==> src/rtl/clk_monitor_if.sv <==
// Control/result bundle for clk_monitor: enable, legal limits and measurements.
// The monitor takes the slave side; the controlling logic takes the master side.
`timescale 1ns/1ps

interface clk_monitor_if #(
    parameter int CNT_W = 16
);
    logic             enable;
    logic [CNT_W-1:0] exp_period_min;
    logic [CNT_W-1:0] exp_period_max;
    logic [CNT_W-1:0] exp_high_min;
    logic [CNT_W-1:0] exp_high_max;
    logic [CNT_W-1:0] period;
    logic [CNT_W-1:0] high_time;
    logic             meas_valid;
    logic             period_err;
    logic             duty_err;
    logic             stuck_err;

    modport master (
        output enable, exp_period_min, exp_period_max, exp_high_min, exp_high_max,
        input  period, high_time, meas_valid, period_err, duty_err, stuck_err
    );

    modport slave (
        input  enable, exp_period_min, exp_period_max, exp_high_min, exp_high_max,
        output period, high_time, meas_valid, period_err, duty_err, stuck_err
    );
endinterface

==> src/rtl/clk_monitor.sv <==
// Measures period and high time of an asynchronous clock in clk cycles and flags
// period, duty and stuck violations. Duty checking is built only with CLK_MON_DUTY_CHECK_EN.
`timescale 1ns/1ps

module clk_monitor #(
    parameter int CNT_W       = 16,
    parameter int SYNC_STAGES = 2
) (
    input  logic         clk,
    input  logic         rst_n,
    input  logic         mon_in,
    clk_monitor_if.slave mon
);

    typedef enum logic [1:0] {
        S_IDLE,
        S_ARM,
        S_HIGH,
        S_LOW
    } state_t;

    localparam logic [CNT_W-1:0] CNT_MAX = '1;
    localparam logic [CNT_W-1:0] CNT_ONE = CNT_W'(1);

    logic [SYNC_STAGES-1:0] sync_q, sync_d;
    logic                   edge_q, edge_d;
    logic                   rise, fall;

    state_t                 state_q, state_d;
    logic [CNT_W-1:0]       cnt_q, cnt_d;
    logic [CNT_W-1:0]       cnt_inc;
    logic                   sat;
    logic [CNT_W-1:0]       period_q, period_d;
    logic                   meas_valid_q, meas_valid_d;
    logic                   period_err_q, period_err_d;
    logic                   stuck_err_q, stuck_err_d;
`ifdef CLK_MON_DUTY_CHECK_EN
    logic [CNT_W-1:0]       hold_q, hold_d;
    logic [CNT_W-1:0]       high_time_q, high_time_d;
    logic                   duty_err_q, duty_err_d;
`endif

    // Synchronizer chain: stage 0 samples mon_in, each later stage follows its predecessor.
    generate
        for (genvar gi = 0; gi < SYNC_STAGES; gi++) begin : g_sync
            if (gi == 0) begin : g_first
                assign sync_d[gi] = mon_in;
            end else begin : g_rest
                assign sync_d[gi] = sync_q[gi-1];
            end
        end
    endgenerate

    assign edge_d = sync_q[SYNC_STAGES-1];
    assign rise   =  sync_q[SYNC_STAGES-1] & ~edge_q;
    assign fall   = ~sync_q[SYNC_STAGES-1] &  edge_q;

    assign cnt_inc = cnt_q + CNT_ONE;
    assign sat     = (cnt_inc == CNT_MAX);

    always_comb begin
        state_d      = state_q;
        cnt_d        = cnt_q;
        period_d     = period_q;
        meas_valid_d = 1'b0;
        period_err_d = period_err_q;
        stuck_err_d  = stuck_err_q;
`ifdef CLK_MON_DUTY_CHECK_EN
        hold_d       = hold_q;
        high_time_d  = high_time_q;
        duty_err_d   = duty_err_q;
`endif
        if (!mon.enable) begin
            state_d     = S_IDLE;
            cnt_d       = '0;
            stuck_err_d = 1'b0;
        end else begin
            unique case (state_q)
                S_IDLE: begin
                    state_d     = S_ARM;
                    cnt_d       = '0;
                    stuck_err_d = 1'b0;
                end
                S_ARM: begin
                    if (rise) begin
                        state_d = S_HIGH;
                        cnt_d   = CNT_ONE;
                    end else if (sat) begin
                        stuck_err_d = 1'b1;
                        cnt_d       = '0;
                    end else begin
                        cnt_d = cnt_inc;
                    end
                end
                S_HIGH: begin
                    if (sat) begin
                        stuck_err_d = 1'b1;
                        state_d     = S_ARM;
                        cnt_d       = '0;
                    end else if (fall) begin
`ifdef CLK_MON_DUTY_CHECK_EN
                        hold_d  = cnt_q;
`endif
                        state_d = S_LOW;
                        cnt_d   = cnt_inc;
                    end else begin
                        cnt_d = cnt_inc;
                    end
                end
                S_LOW: begin
                    // A rise coinciding with saturation still completes the measurement.
                    if (rise) begin
                        period_d     = cnt_q;
                        meas_valid_d = 1'b1;
                        period_err_d = (cnt_q < mon.exp_period_min) || (cnt_q > mon.exp_period_max);
`ifdef CLK_MON_DUTY_CHECK_EN
                        high_time_d  = hold_q;
                        duty_err_d   = (hold_q < mon.exp_high_min) || (hold_q > mon.exp_high_max);
`endif
                        state_d      = S_HIGH;
                        cnt_d        = CNT_ONE;
                    end else if (sat) begin
                        stuck_err_d = 1'b1;
                        state_d     = S_ARM;
                        cnt_d       = '0;
                    end else begin
                        cnt_d = cnt_inc;
                    end
                end
                default: begin
                    state_d = S_IDLE;
                    cnt_d   = '0;
                end
            endcase
        end
    end

    always_ff @(posedge clk or negedge rst_n) begin
        if (!rst_n) begin
            sync_q       <= '0;
            edge_q       <= 1'b0;
            state_q      <= S_IDLE;
            cnt_q        <= '0;
            period_q     <= '0;
            meas_valid_q <= 1'b0;
            period_err_q <= 1'b0;
            stuck_err_q  <= 1'b0;
`ifdef CLK_MON_DUTY_CHECK_EN
            hold_q       <= '0;
            high_time_q  <= '0;
            duty_err_q   <= 1'b0;
`endif
        end else begin
            sync_q       <= sync_d;
            edge_q       <= edge_d;
            state_q      <= state_d;
            cnt_q        <= cnt_d;
            period_q     <= period_d;
            meas_valid_q <= meas_valid_d;
            period_err_q <= period_err_d;
            stuck_err_q  <= stuck_err_d;
`ifdef CLK_MON_DUTY_CHECK_EN
            hold_q       <= hold_d;
            high_time_q  <= high_time_d;
            duty_err_q   <= duty_err_d;
`endif
        end
    end

    assign mon.period     = period_q;
    assign mon.meas_valid = meas_valid_q;
    assign mon.period_err = period_err_q;
    assign mon.stuck_err  = stuck_err_q;
`ifdef CLK_MON_DUTY_CHECK_EN
    assign mon.high_time  = high_time_q;
    assign mon.duty_err   = duty_err_q;
`else
    logic unused_high_limits;
    assign unused_high_limits = ^{mon.exp_high_min, mon.exp_high_max};
    assign mon.high_time  = '0;
    assign mon.duty_err   = 1'b0;
`endif

endmodule

==> src/flat_wrapper.sv <==
// flat-port wrapper written by rule: the top's interface ports become plain ports
module clk_monitor_flat 
#(
    parameter int CNT_W       = 16,
    parameter int SYNC_STAGES = 2
)
  (clk, rst_n, mon_in, mon_enable, mon_exp_period_min, mon_exp_period_max, mon_exp_high_min, mon_exp_high_max, mon_period, mon_high_time, mon_meas_valid, mon_period_err, mon_duty_err, mon_stuck_err);
  clk_monitor_if #(.CNT_W(CNT_W)) mon_i ();
  input  logic clk;
  input  logic rst_n;
  input  logic mon_in;
  input wire logic [$bits(mon_i.enable)-1:0] mon_enable;
  input wire logic [$bits(mon_i.exp_period_min)-1:0] mon_exp_period_min;
  input wire logic [$bits(mon_i.exp_period_max)-1:0] mon_exp_period_max;
  input wire logic [$bits(mon_i.exp_high_min)-1:0] mon_exp_high_min;
  input wire logic [$bits(mon_i.exp_high_max)-1:0] mon_exp_high_max;
  output wire logic [$bits(mon_i.period)-1:0] mon_period;
  output wire logic [$bits(mon_i.high_time)-1:0] mon_high_time;
  output wire logic [$bits(mon_i.meas_valid)-1:0] mon_meas_valid;
  output wire logic [$bits(mon_i.period_err)-1:0] mon_period_err;
  output wire logic [$bits(mon_i.duty_err)-1:0] mon_duty_err;
  output wire logic [$bits(mon_i.stuck_err)-1:0] mon_stuck_err;
  assign mon_i.enable = mon_enable;
  assign mon_i.exp_period_min = mon_exp_period_min;
  assign mon_i.exp_period_max = mon_exp_period_max;
  assign mon_i.exp_high_min = mon_exp_high_min;
  assign mon_i.exp_high_max = mon_exp_high_max;
  assign mon_period = mon_i.period;
  assign mon_high_time = mon_i.high_time;
  assign mon_meas_valid = mon_i.meas_valid;
  assign mon_period_err = mon_i.period_err;
  assign mon_duty_err = mon_i.duty_err;
  assign mon_stuck_err = mon_i.stuck_err;
  clk_monitor #(.CNT_W(CNT_W), .SYNC_STAGES(SYNC_STAGES)) u_core (.clk(clk), .rst_n(rst_n), .mon_in(mon_in), .mon(mon_i));
endmodule
==> config.mk <==
export PLATFORM = sky130hd
export DESIGN_NAME = clk_monitor_flat
export DESIGN_NICKNAME = d
export VERILOG_FILES = /design/src/rtl/clk_monitor_if.sv /design/src/rtl/clk_monitor.sv /design/src/flat_wrapper.sv
export SDC_FILE = /design/constraint.sdc
export NUM_CORES = 1
export LEC_CHECK = 0
export ABC_AREA = 1
export CAP_MARGIN = 20
export CELL_PAD_IN_SITES_DETAIL_PLACEMENT = 1
export CELL_PAD_IN_SITES_GLOBAL_PLACEMENT = 1
export CORE_AREA = 2 2 103 105
export DETAILED_ROUTE_END_ITERATION = 8
export DIE_AREA = 0 0 105 107
export PLACE_DENSITY = 0.8
export SLEW_MARGIN = 20
export SYNTH_ARGS = -nofsm -noshare
export SYNTH_HDL_FRONTEND = slang
export SYNTH_SLANG_ARGS = --single-unit
==> constraint.sdc <==
create_clock -name clk -period 2.65 [get_ports clk]
set_input_delay 0.53 -clock clk [delete_from_list [all_inputs] [get_ports clk]]
set_output_delay 0.53 -clock clk [all_outputs]
set_load 0.01 [all_outputs]
After elaboration in Yosys (flattened, before gate mapping)
Index checks and enable logic that the tools add are counted.

cells by class
  add/sub/neg operators = 1
  magnitude comparators = 2
  eq/ne operators = 8
  multiplexer cells = 18
  bitwise gates (word level) = 4
  reduce and logical (&&, ||, !) cells = 5

operators by type and width
  operator                 number
  $mux W16                 3
  $pmux W16 S3             1
  $add A16 B1 Y16 const B  1
  $eq A16 B16 Y1 const B   1
  $gt A16 B16 Y1           1
  $lt A16 B16 Y1           1
  $mux W2                  6
  $ne A4 B2 Y1 const B     2
  $pmux W2 S4              1
  $mux W1                  6
  $reduce_and A3 Y1        2
  $eq A2 B2 Y1 const B     2
  $ne A3 B2 Y1 const B     1
  $ne A3 B3 Y1 const B     1
  $pmux W1 S3              1
  $and A1 B1 Y1            2
  $eq A2 B1 Y1 const B     1
  $logic_not A2 Y1         1
  $not A1 Y1               2
  $reduce_or A2 Y1         1
  $logic_or A1 B1 Y1       1

storage, ports and cells
  register bits = 40
  bits of input ports = 68

Longest topological paths before layout
Gate-level depths: netlist (run 1).

  word-level depth = 6
  gate-level depth with buffers = 17
  mapped depth without buffers = 17

Least setup slack after synthesis (run 1)
Ideal clock, no wire load.

  path type = reg-to-reg
  from = register u_core.cnt_q[1]
  to = register u_core.cnt_q[8]
  arrival = 1731 ps
  data required time = 2534 ps
  setup slack = 803 ps
  stages on the path, launching flop included = 15
  path buffers = 1
  period minus slack after synthesis = 1847 ps
  path through = dfrtp_1 ha_1 nand2_1 inv_1 nor2_1 nand2_1 nor2_1 nand2_1 nor2_1 nand2_2 nor2_4 nand2_2 nand3_4 buf_12 nor2_1

on the way
  longest elaborated chain between the ends = 6

RTL lines
  element                    RTL line                               text
  start, declared            clk_monitor.sv:30                      logic [CNT_W-1:0] cnt_q, cnt_d;
  start signal, assigned     clk_monitor.sv:157                     cnt_q <= cnt_d;
  $add A16 B1 Y16 *          clk_monitor.sv:58                      assign cnt_inc = cnt_q + CNT_ONE;
  $eq A16 B16 Y1             clk_monitor.sv:59                      assign sat = (cnt_inc == CNT_MAX);
  $mux W16 *                 clk_monitor.sv:88, clk_monitor.sv:122
  $mux W16                   clk_monitor.sv:85                      if (rise) begin
  $pmux W16 S3 *             clk_monitor.sv:78                      unique case (state_q)
  $mux W16 *                 clk_monitor.sv:73                      if (!mon.enable) begin
  named net u_core.cnt_d[8]  clk_monitor.sv:30

Mark *: on every way through the listed nets, which the timed path passes. The rest lies on a longest branch.
A chain may end at the register's enable or synchronous reset.

Final worst setup path (run 1)
  from = register u_core.cnt_q[1]
  to = register u_core.cnt_q[15]

Same word-level chain as after synthesis.

==> results.tsv, run 1 <==
metric	value	unit
hold_path.class	flip-flop to flip-flop	
hold_viol_final	0	
fp.dieH	107	µm
ys_types	31	
fin_area	3680	µm²
p_comb_frac	0.199	
synth_mux_area_frac	0	
htree_levels	2	
p_seq_frac	0.457	
synth_common_cells	102 x nand2_1, 66 x inv_1, 40 x dfrtp_1, 33 x ha_1, 23 x nor2_1	
antenna_found_initial	0	
gr-usage-met2	0.275	
synth_xor_area_frac	0.00296	
hpwl	6.32	mm
yosys.area.top_type_share	0.338	
whs	0.356	ns
grt_overflow	0	
drc	0	
cts-root-buf	clkbuf_8	
start_util	0.294	
row_count	37	
p_leak	0.00185	µW
cp_data_arrival_time	2.43	ns
final_nets	556	
p_clk_frac	0.344	
wire_per_inst	13.4	µm
diodes	0	
ios	104	
grt_max_degree	41	
relSlewSlack	0.369	
worstPathCellList	ha_1, nand3_1, nor2_2, nand3_1, nand2_1, nand2_1, nor2_1, nand2_2, nor2_4, nand2_2, nand3_4, a21oi_1	
critPathKind	flip-flop to flip-flop	
die_area	11200	µm²
grt_pass1_wl	13.9	mm
clock_latency	0.30	ns
postCtsSetupBuffers	0	
rsz0062_at_grt	no	
drt_pass1_iterations	4	
fin_crit	2.24	ns
synth-compound-area-share	0.0967	
grt_util_met1	0.185	
cts-buffers-inserted	5	
worst-path-buf-inv	0	
placement.cell_area	3580	µm²
ys_ff_latch	40	
placed_cells	584	
synth_top_cell_by_area	dfrtp_1	
status	complete, no violations	
slew_viol_final	0	
drt_iter0_drc	70	
clkSinkCount	40	
hold_buffers	0	
drive_gt1_frac	0.0811	
worstPathMaxFanout	15	
gp_congestion	0.854	
syn_area_per_cell	7.44	µm²
powerDensity	400	nW/µm²
syn_area	2960	µm²
end_kind	flip-flop	
fp.coreArea	10100	µm²
viasPerCell	4.56	
cts_buffer_depth	2	
grt_usage	0.154	
period_share	0.847	
synth_fa_ha_area_frac	0.139	
setup-tns-final	0	ns
crit_slowest_cell	dfrtp_1	
drt-total-wl	7.94	mm
synth-simple-area-share	0.282	
vias	2698	
use_met3	0.0334	
peakVddDrop	0.268	mV
synth-main-ff-cell	dfrtp_1	
switching_share	0.289	
cp_slowest_stage_delay	0.50	ns
yosysMostFrequentCell	nand2_1	
ys.warnings.count	0	
p_sw	425	µW
power.internal	1050	µW
grt_busiest_layer	met2	
cp_top_family	simple AND/OR/NAND/NOR gates	
fin_skew	0.00515	ns
port_buffers	54	
final_cells	592	
timing.fmax	446	MHz
synth_top_family_by_area	simple AND/OR/NAND/NOR gates	
cts_resized	0	
die_w	105	µm
final_util	0.365	
seq_area_frac_synth	0.338	
synthArstFlopShare	1.00	
drv_cap	0	
area_growth	24.4	%
ant_nets	0	
start_kind	flip-flop	
required	2.83	ns
setup-violations-final	0	
worstMarginPinSlew	0.947	ns
synth_edf_count	0	
first_global_vias	2951	
synth_area_leaders	dfrtp_1 34%, ha_1 14%, nand2_1 13%	
clkTransAtPathRegs	0.08	ns
synth_cells	398	
cts_tree	yes	
==> per-layer routing <==
metal / routed length, µm / part of all wire
met3: 298 / 0.038
met1: 3520 / 0.44
met2: 4000 / 0.50
met5: 0 / 0
met4: 122 / 0.015
==> worst reg2reg max path: stages, from the launching register on <==
cell     delay (ns)
dfrtp_1        0.50
ha_1           0.25
nand3_1        0.16
nor2_2         0.21
nand3_1        0.13
nand2_1        0.09
nand2_1        0.09
nor2_1         0.13
nand2_2        0.07
nor2_4         0.09
nand2_2        0.09
nand3_4        0.23
a21oi_1        0.08
==> sequential cells by signal, summed over array words and instances, names as in the netlist <==
register,flops
u_core.mon.meas_valid,1
u_core.mon.stuck_err,1
u_core.mon.period_err,1
u_core.cnt_q,16
u_core.mon.period,16
u_core.edge_q,1
u_core.sync_q,2
u_core.state_q,2
==> power groups by stage <==
stage,clock [µW],sequential [µW],combinational (µW)
floorplan,0,683,184
global placement,0,683,280
detailed placement,0,685,294
CTS,528,674,297
global route,554,679,330
finish,507,673,293
==> path summary, 6_finish.rpt <==
| path | start | end | slack (ns) | depth (start not counted) |
|---|---|---|---|---|
| worst max-delay path | u_core.cnt_q[1] | u_core.cnt_q[15] | 0.41 | 12 |
| worst min register to register | u_core.sync_q[0] | u_core.sync_q[1] | 0.36 | 0 |
| worst max register to register | u_core.cnt_q[1] | u_core.cnt_q[15] | 0.41 | 12 |
| worst min-delay path | u_core.sync_q[0] | u_core.sync_q[1] | 0.36 | 0 |
| min in group asynchronous | rst_n | u_core.mon.period[14] | 0.37 | 1 |
| max in group asynchronous | rst_n | u_core.mon.period[2] | 1.70 | 1 |
==> cells by family (layout without fill, tap and decap cells) <==
kind of cell | after synthesis | after routing
other | 1 | 17
and+or+nand+nor | 182 | 182
adders and majority gates | 33 | 33
buffers and inverters | 89 | 131
xor gates and xnor gates | 1 | 1
DFF | 40 | 40
AOI/OAI and AO/OA | 52 | 52
==> cell usage in the layout, fill, tap and decap left out, types with 2 or more instances in the layout <==
master,instances
nor2_1,23
clkdlybuf4s50_1,53
nor3_1,6
nand4_1,9
nand3_1,16
inv_1,66
nand2_2,5
conb_1,17
o21bai_1,2
nor2_4,4
clkbuf_8,5
a21oi_1,22
nand2_1,102
ha_1,33
dfrtp_1,40
nor2_2,13
o21ai_0,22
==> through the flow <==
stage                     setup WS [ns]  power (µW)
after detailed placement          0.331         979
after global placement            0.351         962
final                             0.406        1470
after CTS                         0.395        1500
after global routing              0.164        1560
after floorplan                   0.803         868
==> final cells by class <==
type                    instances  area (µm²)
inverters                      68         255
flip-flops and latches         40        1000
repair buffers                 55         543
well taps                     136         170
clock inverters                 2        35.0
fillers                      1311        6410
clock buffers                   6        72.6
multi-input cells             285        1610
Note: power is estimated with default switching activity, not from simulation.
==> run 2, diff against run 1 <==
==> constraint.sdc (replaced) <==
create_clock -name clk -period 2.19 [get_ports clk]
set_input_delay 0.438 -clock clk [delete_from_list [all_inputs] [get_ports clk]]
set_output_delay 0.438 -clock clk [all_outputs]
set_load 0.01 [all_outputs]
==> results.tsv, run 2 (synthesis results as in run 1) <==
metric	value	unit	change
setup-violations-final	0		unchanged
p_comb_frac	0.230		+0.031
required	2.41	ns	-0.42 ns
htree_levels	2		unchanged
peakVddDrop	0.277	mV	+3.1%
fp.coreArea	10100	µm²	unchanged
start_kind	flip-flop		
final_nets	562		+1.1%
status	complete, no violations		
clock_latency	0.30	ns	about the same
worstPathCellList	ha_2, nand2_2, nor2_2, nand3_1, nand2_1, inv_1, nand2_1, inv_2, nand2_2, nor2_4, nand2_2, nand3_4, a21oi_1		
cts_buffer_depth	2		unchanged
postCtsSetupBuffers	0		unchanged
p_seq_frac	0.484		+0.027
drt_iter0_drc	41		-41%
antenna_found_initial	0		unchanged
crit_slowest_cell	dfrtp_1		
grt_overflow	0		unchanged
cp_top_family	simple AND/OR/NAND/NOR gates		
fp.dieH	107	µm	unchanged
critPathKind	flip-flop to flip-flop		
mostFrequentLayoutCells	100 x nand2_1, 66 x inv_1, 53 x clkdlybuf4s50_1		
die_area	11200	µm²	unchanged
grt_pass1_wl	13.8	mm	-0.79%
final_common_cell	nand2_1		
row_count	37		unchanged
worstPathMaxFanout	8		-7
p_clk_frac	0.287		-0.057
placed_cells	589		+0.86%
r2r-start	u_core.cnt_q[0]		
hold_path.class	input port to asynchronous set/reset pin		
cts_tree	yes		
p_leak	0.00186	µW	+0.54%
viasPerCell	4.62		+1.3%
final_util	0.372		+0.00731
cp_data_arrival_time	2.24	ns	-0.19 ns
clkTransAtPathRegs	0.08	ns	about the same
vias	2756		+2.1%
drv_cap	0		unchanged
cts-root-buf	clkbuf_8		
gp_congestion	0.861		+0.82%
die_w	105	µm	unchanged
first_global_vias	2928		-0.78%
area_growth	26.9	%	
crit_top_cell	nand2_2		
switching_share	0.308		+0.0192
relSlewSlack	0.635		+0.266
grt_max_degree	23		-44%
grt_usage	0.152		-0.00178
period_share	0.923		+0.0768
cts-buffers-inserted	5		unchanged
drt_pass1_iterations	4		unchanged
ant_nets	0		unchanged
drt-total-wl	8.23	mm	+3.6%
hpwl	6.47	mm	+2.4%
hold_viol_final	0		unchanged
drive_gt1_frac	0.117		+0.0360
finalPower	1680	µW	+14%
worst-path-buf-inv	2		+2
diodes	0		unchanged
p_sw	516	µW	+21%
worstMarginPinSlew	0.548	ns	-0.399 ns
fin_skew	0.0103	ns	+0.00516 ns
r2r_cells	13		+1
start_util	0.294		unchanged
clkSinkCount	40		unchanged
worstReg2RegEnd	u_core.cnt_q[11]		
final_cells	597		+0.84%
reg2reg_slack	0.17	ns	-0.24 ns
drc	0		unchanged
powerDensity	446	nW/µm²	+12%
fin_crit	2.02	ns	-0.221 ns
port_buffers	54		unchanged
power.internal	1160	µW	+11%
timing.fmax	494	MHz	+11%
wire_per_inst	13.8	µm	+2.8%
end_kind	flip-flop		
slew_viol_final	0		unchanged
ios	104		unchanged
whs	0.118	ns	-0.238 ns
cp_slowest_stage_delay	0.40	ns	-0.10 ns
run 2: power groups by stage:
stage | Sequential (µW) | Clock (µW) | Combinational [µW]
floorplan | 827 | 0 | 223
global placement | 821 | 0 | 352
detailed placement | 823 | 0 | 376
CTS | 810 | 497 | 378
global route | 819 | 529 | 435
finish | 811 | 480 | 385
run 2: timing repair:
item                       4_1_cts  5_1_grt
setup endpoints to repair        0       19
hold buffers                     0        0
resized for setup                0       16
run 2: area by class of cell:
type / count / area [µm²]
timing repair buffer: 60 / 593
tap: 136 / 170
sequential: 40 / 1010
clock buffer: 6 / 72.6
multi-input combinational: 286 / 1660
inverter: 68 / 255
clock inverter: 1 / 5.00
fill: 1296 / 6330
run 2: worst max path at each step:
stage	startpoint	to	slack [ns]	cells past startpoint
4_1_cts	u_core.cnt_q[0]	u_core.cnt_q[11]	0.04	13
3_5_place_dp	mon_exp_period_max[15]	u_core.mon.period_err	-0.03	13
3_3_place_gp	mon_exp_period_min[3]	u_core.mon.period_err	0.01	11
6_report	u_core.cnt_q[0]	u_core.cnt_q[11]	0.17	13
2_1_floorplan	u_core.cnt_q[1]	u_core.cnt_q[8]	0.34	14
5_1_grt	u_core.cnt_q[0]	u_core.state_q[1]	-0.01	14
run 2: per-layer routing:
| metal | global-route usage | part of all wire |
|---|---|---|
| met1 | 0.184 | 0.44 |
| met2 | 0.277 | 0.52 |
| met3 | 0.0261 | 0.030 |
| met4 | 0.0400 | 0.011 |
| met5 | 0 | 0 |
run 2: stage by stage:
stage               setup TNS (ns)  area [µm²]  worst slack [ns]
finish                           0        3760             0.168
global placement                 0        3630            0.0114
global route               -0.0115        3760           -0.0105
CTS                              0        3700            0.0425
detailed placement         -0.0276        3630           -0.0276
floorplan                        0        3020             0.343
run 2: worst reg2reg max path, stage by stage (launching register included):
cell and delay, ns:
dfrtp_1 0.40, ha_2 0.25, nand2_2 0.11, nor2_2 0.18, nand3_1 0.09, nand2_1 0.11
inv_1 0.06, nand2_1 0.10, inv_2 0.04, nand2_2 0.07, nor2_4 0.04, nand2_2 0.14
nand3_4 0.18, a21oi_1 0.18
